## config.mk

```make
export PLATFORM = sky130hd
export DESIGN_NAME = pipe_skid_reg_flat
export DESIGN_NICKNAME = d
export VERILOG_FILES = /design/src/rtl/pipe_skid_reg_pkg.sv /design/src/rtl/pipe_skid_reg_if.sv /design/src/rtl/pipe_data_reg.sv /design/src/rtl/pipe_skid_reg.sv /design/src/flat_wrapper.sv
export SDC_FILE = /design/constraint.sdc
export NUM_CORES = 1
export LEC_CHECK = 0
export ABC_AREA = 1
export CAP_MARGIN = 20
export CORE_ASPECT_RATIO = 1.4
export CORE_UTILIZATION = 34
export CTS_CLUSTER_SIZE = 30
export DETAILED_ROUTE_END_ITERATION = 16
export DONT_BUFFER_PORTS = 1
export GPL_TIMING_DRIVEN = 0
export PLACE_DENSITY = 0.59
export SLEW_MARGIN = 20
export SYNTH_ARGS = -nofsm -noshare
export SYNTH_HDL_FRONTEND = slang
export SYNTH_SLANG_ARGS = --single-unit
```

## constraint.sdc

```tcl
create_clock -name clk -period 1.6 [get_ports clk]
set_input_delay 0.32 -clock clk [delete_from_list [all_inputs] [get_ports clk]]
set_output_delay 0.32 -clock clk [all_outputs]
set_load 0.05 [all_outputs]
```

## src/rtl/pipe_skid_reg_pkg.sv

```systemverilog
// Shared pipeline-stage definitions: skid register FSM state encoding and helpers.
package pipe_skid_reg_pkg;

  typedef enum logic [1:0] {
    PSR_EMPTY = 2'b00,
    PSR_ONE   = 2'b01,
    PSR_TWO   = 2'b10
  } psr_state_e;

  // 2'b11 is unreachable; it reports as empty, like the state it recovers to.
  function automatic logic [1:0] psr_occ(input psr_state_e st);
    unique case (st)
      PSR_ONE: return 2'd1;
      PSR_TWO: return 2'd2;
      default: return 2'd0;
    endcase
  endfunction

endpackage

```

## src/rtl/pipe_skid_reg_if.sv

```systemverilog
// Valid/ready handshake bundle between two pipeline stages through a skid register.
interface pipe_skid_reg_if #(
  parameter int unsigned WIDTH = 32
);
  logic             in_valid;
  logic [WIDTH-1:0] in_data;
  logic             in_ready;
  logic             out_valid;
  logic [WIDTH-1:0] out_data;
  logic             out_ready;
  logic [1:0]       occupancy;

  modport master (
    output in_valid, in_data, out_ready,
    input  in_ready, out_valid, out_data, occupancy
  );

  modport slave (
    input  in_valid, in_data, out_ready,
    output in_ready, out_valid, out_data, occupancy
  );
endinterface

```

## src/rtl/pipe_data_reg.sv

```systemverilog
// WIDTH-bit data register with synchronous reset/clear to RST_VAL and load enable.
module pipe_data_reg #(
  parameter int unsigned      WIDTH   = 32,
  parameter logic [WIDTH-1:0] RST_VAL = '0
) (
  input  logic             clk,
  input  logic             rst,
  input  logic             clr,
  input  logic             en,
  input  logic [WIDTH-1:0] d,
  output logic [WIDTH-1:0] q
);

  always_ff @(posedge clk) begin
    if (rst || clr) begin
      q <= RST_VAL;
    end else if (en) begin
      q <= d;
    end
  end

endmodule

```

## src/rtl/pipe_skid_reg.sv

```systemverilog
// Pipeline-stage register with one-entry skid buffer and synchronous flush.
module pipe_skid_reg
  import pipe_skid_reg_pkg::*;
#(
  parameter int unsigned      WIDTH   = 32,
  parameter logic [WIDTH-1:0] RST_VAL = '0
) (
  input  logic            clk,
  input  logic            rst,
  input  logic            flush,
  pipe_skid_reg_if.slave  bus
);

  psr_state_e       state_q, state_d;
  logic             in_fire, out_fire;
  logic             m_en, s_en, m_from_s;
  logic [WIDTH-1:0] m_d, m_q, s_q;

  // All outputs decode the state flop only, so no input reaches them combinationally.
  assign bus.in_ready  = (state_q != PSR_TWO);
  assign bus.out_valid = (state_q != PSR_EMPTY);
  assign bus.out_data  = m_q;
  assign bus.occupancy = psr_occ(state_q);

  assign in_fire  = bus.in_valid & bus.in_ready;
  assign out_fire = bus.out_valid & bus.out_ready;

  always_comb begin
    state_d  = state_q;
    m_en     = 1'b0;
    s_en     = 1'b0;
    m_from_s = 1'b0;
    if (flush) begin
      state_d = PSR_EMPTY;
    end else begin
      unique case (state_q)
        PSR_EMPTY: begin
          if (in_fire) begin
            m_en    = 1'b1;
            state_d = PSR_ONE;
          end
        end
        PSR_ONE: begin
          if (in_fire && out_fire) begin
            m_en = 1'b1;
          end else if (in_fire) begin
            s_en    = 1'b1;
            state_d = PSR_TWO;
          end else if (out_fire) begin
            state_d = PSR_EMPTY;
          end
        end
        PSR_TWO: begin
          if (out_fire) begin
            m_en     = 1'b1;
            m_from_s = 1'b1;
            state_d  = PSR_ONE;
          end
        end
        default: state_d = PSR_EMPTY;
      endcase
    end
  end

  always_ff @(posedge clk) begin
    if (rst) begin
      state_q <= PSR_EMPTY;
    end else begin
      state_q <= state_d;
    end
  end

  assign m_d = m_from_s ? s_q : bus.in_data;

  pipe_data_reg #(
    .WIDTH   (WIDTH),
    .RST_VAL (RST_VAL)
  ) u_main (
    .clk (clk),
    .rst (rst),
    .clr (flush),
    .en  (m_en),
    .d   (m_d),
    .q   (m_q)
  );

  pipe_data_reg #(
    .WIDTH   (WIDTH),
    .RST_VAL (RST_VAL)
  ) u_skid (
    .clk (clk),
    .rst (rst),
    .clr (flush),
    .en  (s_en),
    .d   (bus.in_data),
    .q   (s_q)
  );

endmodule

```

## src/flat_wrapper.sv

```systemverilog
// flat-port wrapper written by rule: the top's interface ports become plain ports
module pipe_skid_reg_flat import pipe_skid_reg_pkg::*;
#(
  parameter int unsigned      WIDTH   = 32,
  parameter logic [WIDTH-1:0] RST_VAL = '0
)
  (clk, rst, flush, bus_in_valid, bus_in_data, bus_out_ready, bus_in_ready, bus_out_valid, bus_out_data, bus_occupancy);
  pipe_skid_reg_if #(.WIDTH(WIDTH)) bus_i ();
  input  logic clk;
  input  logic rst;
  input  logic flush;
  input wire logic [$bits(bus_i.in_valid)-1:0] bus_in_valid;
  input wire logic [$bits(bus_i.in_data)-1:0] bus_in_data;
  input wire logic [$bits(bus_i.out_ready)-1:0] bus_out_ready;
  output wire logic [$bits(bus_i.in_ready)-1:0] bus_in_ready;
  output wire logic [$bits(bus_i.out_valid)-1:0] bus_out_valid;
  output wire logic [$bits(bus_i.out_data)-1:0] bus_out_data;
  output wire logic [$bits(bus_i.occupancy)-1:0] bus_occupancy;
  assign bus_i.in_valid = bus_in_valid;
  assign bus_i.in_data = bus_in_data;
  assign bus_i.out_ready = bus_out_ready;
  assign bus_in_ready = bus_i.in_ready;
  assign bus_out_valid = bus_i.out_valid;
  assign bus_out_data = bus_i.out_data;
  assign bus_occupancy = bus_i.occupancy;
  pipe_skid_reg #(.WIDTH(WIDTH), .RST_VAL(RST_VAL)) u_core (.clk(clk), .rst(rst), .flush(flush), .bus(bus_i));
endmodule
```

==> summary.md <==
| Metric | Value |
|---|---|
| Mapped cell area | `3040 µm²` |
| Slew HR | `0.658` |
| Clock transition at path regs | `0.05 ns` |
| Final count of hold timing violations | `0` |
| Clock sinks | `66` |
| Post-Synth Adder-Cell Area | `0` |
| Yosys top cell area share | `0.435` |
| Port bufs | `0` |
| Antenna cells | `0` |
| Starting DRT DRC Count | `130` |
| Largest net degree at the start of global routing | `11` |
| Worst-Margin Slew | `0.513 ns` |
| Multiplexer share of the synthesized area | `0` |
| Initial antenna violation count | `0` |
| RSZ-0062 raised after global routing | `no` |
| Max incr delay on CP | `0.38 ns` |
| CTS H-tree lvls | `3` |
| Antenna Violating Nets Remaining | `0` |
| Final Critical Period | `1.54 ns` |
| Max-cap viol count | `0` |
| Hold WC Path Type | `input pin to flip-flop` |
| Max-slew violation count | `0` |
| Gate Count Post-Synth | `476` |
| # DRC | `0` |
| Fillers | `946` |
| Prevailing post-synth register cell | `dfxtp_1` |
| Async S/R FF share, synth | `0` |
| Num CTS Buffers | `9` |
| Setup TNS Final | `0 ns` |
| Clock Path Buffers | `2` |
| Die Ht | `114 µm` |
| Hold path endpoint | `u_core.u_skid.q[10]$_SDFFE_PP0P_` |
| First-pass GRT wire length | `13.4 mm` |
| Leakage | `1.68 nW` |
| CP top delay family | `flip-flops` |
| CP Capture Type | `output pin` |
| Worst skew pair latency | `between 0.3 and 0.4 ns` |
| Crit path cell chain | `inv_2 -> nor2_4 -> buf_12` |
| Top post-synthesis cells by count | `136 x nand2_1, 98 x nor2_1, 66 x dfxtp_1` |
| Vias in the first global route | `2788` |
| FMAX | `0.651 GHz` |
| Starting Density | `0.353` |
| WL final | `just over 8 mm` |
| VDD IR-drop max | `0.577 mV` |
| Core Area | `8610 µm²` |
| Vias | `2868` |
| FF-to-FF path depth | `7` |
| Crit Path Category | `flip-flop to output pin` |
| Yosys warning total | `0` |
| R2R setup slack | `0.11 ns` |
| Most common cell in the netlist | `nand2_1` |
| FP Rows | `40` |
| Buf/Inv on CP | `2` |
| Worst min-delay path startpoint | `bus_in_data[10]` |
| EDFF count, synth | `0` |
| Via/cell ratio | `4.76` |
| Status | `finished, final reports clean` |
| WHS Path Cells | `2` |
| Final HPWL DP | `5.54 mm` |
| Register area share after synthesis | `0.435` |
| DRT Pass-1 Iters | `5` |
| Compound-cell area share of the yosys netlist | `0.0593` |
| Critical Path Slowest Stage Cell | `dfxtp_4` |
| Die Footprint | `9330 µm²` |
| Yosys top cell by area | `dfxtp_1` |
| Main combinational cell family by area after synthesis | `simple AND/OR/NAND/NOR gates` |
| Power Density | `1120 nW/µm²` |
| Area growth syn-to-layout | `17.6%` |
| GRT overflow | `0` |
| Reg2reg end | `u_core.u_main.q[13]$_SDFFE_PP0P_` |
| CTS Root Buffer Type | `clkbuf_16` |
| Final hold slack | `0.107 ns` |
| WL per Instance | `13.4 µm` |
| Yosys cell types | `15` |
| Avg Cell Area, Syn | `about 6.4 µm²` |
| # nets final | `529` |
| Crit path from | `u_core.state_q[1]$_SDFFE_PP0P_` |
| Final setup viols | `0` |
| Die W | `81.9 µm` |
| Data required, critical path | `~1.3 ns` |
| Setup crit start kind | `flip-flop` |
| All-Layer GR Usage | `0.190` |
| Synth Area in XOR/XNOR | `0` |
| Seq cells post-synth | `66` |
| Gpl congestion | `0.780` |
| CP max FO | `8` |
| IO Pins | `73` |
| Crit path DAT | `between 1 and 1.5 ns` |
| Simple-gate share of the synthesized area | `0.407` |
| RR Startpoint | `u_core.state_q[0]$_SDFFE_PP0P_` |
| Net count after synthesis | `between 500 and 600` |
| Tcrit/Tclk final | `0.960` |
| Main area contributors after synthesis | `dfxtp_1 43%, nand2_1 17%, nor2_1 12%, nand3_1 5.6%, o21ai_0 5.6%` |
| Share of layout cells above drive strength 1 | `0.109` |
| Setup Skew | `roughly 0.0068 ns` |
| CTS tree | `done` |
[power by group]
part | total, W | internal (W) | switching (W)
clock | 0.00189 | 0.00120 | 0.000693
combinational | 0.000293 | 0.0000948 | 0.000198
sequential | 0.00180 | 0.00168 | 0.000122
total | 0.00399 | 0.00298 | 0.00101
[metal layers]
layer  track usage  routed length [µm]
met4         0.106                 197
met1         0.212                3350
met2         0.313                3910
met3        0.0560                 596
met5             0                   0
[sequential cells by signal (all words and copies together), names as in the netlist]
name             flops
u_core.state_q       2
u_core.u_main.q     32
u_core.u_skid.q     32
[worst max path at each step]
stage                                       endpoint  slack [ns]  cells after the start
finish                              bus_occupancy[1]        0.06                      3
global placement    u_core.u_main.q[13]$_SDFFE_PP0P_       -0.18                      7
detailed placement  u_core.u_main.q[28]$_SDFFE_PP0P_       -0.21                      7
global route        u_core.u_skid.q[13]$_SDFFE_PP0P_       0.004                      7
floorplan            u_core.u_main.q[0]$_SDFFE_PP0P_        0.11                      7
CTS                                 bus_occupancy[0]       -0.06                      2
[cell type report]
cell class	count	area, µm²	area share
multi-input cells	340	1460	0.408
repair buffers	5	55.1	0.0154
flip-flops and latches	66	1330	0.371
clock buffers	13	240	0.0672
inverters	38	143	0.0399
well taps	105	131	0.0368
clock inverters	3	40.0	0.0112
plain buffers	32	181	0.0508
[per-stage QoR]
step | util | worst slack, ns | cells | power, W | instance area, µm²
2_1_floorplan | - | 0.107 | 476 | 0.00205 | 3040
3_5_place_dp | 0.368 | -0.214 | 581 | 0.00212 | 3170
5_1_grt | 0.415 | 0.00352 | 602 | 0.00414 | 3570
6_report | 0.415 | 0.0638 | 602 | 0.00399 | 3570
3_3_place_gp | 0.368 | -0.177 | 581 | 0.00212 | 3170
4_1_cts | 0.405 | -0.0589 | 597 | 0.00403 | 3480
[placed cells by master (no fill, tap or decap), drive strengths merged, types with 20 or more instances in the layout]
cell type / synthesis / routed
nand2: 136 / 136
nor2: 101 / 101
dfxtp: 66 / 66
inv: 38 / 38
nand3: 35 / 35
o21ai: 34 / 34
nor3: 32 / 32
buf: 27 / 30
clkbuf: 5 / 20
[repair_timing]
item,4_1_cts,5_1_grt
buffers inserted,0,4
pin swaps,0,1
endpoints found under the setup margin,36,65
cloned,0,1
hold buffers,0,0
resized for setup,8,16
[cells by family after synthesis]
| group | count (synthesis) |
|---|---|
| AOI/OAI and AO/OA | 36 |
| and+or+nand+nor | 304 |
| DFF | 66 |
| buffers and inverters | 70 |
Power figures use the tool's default switching activity.
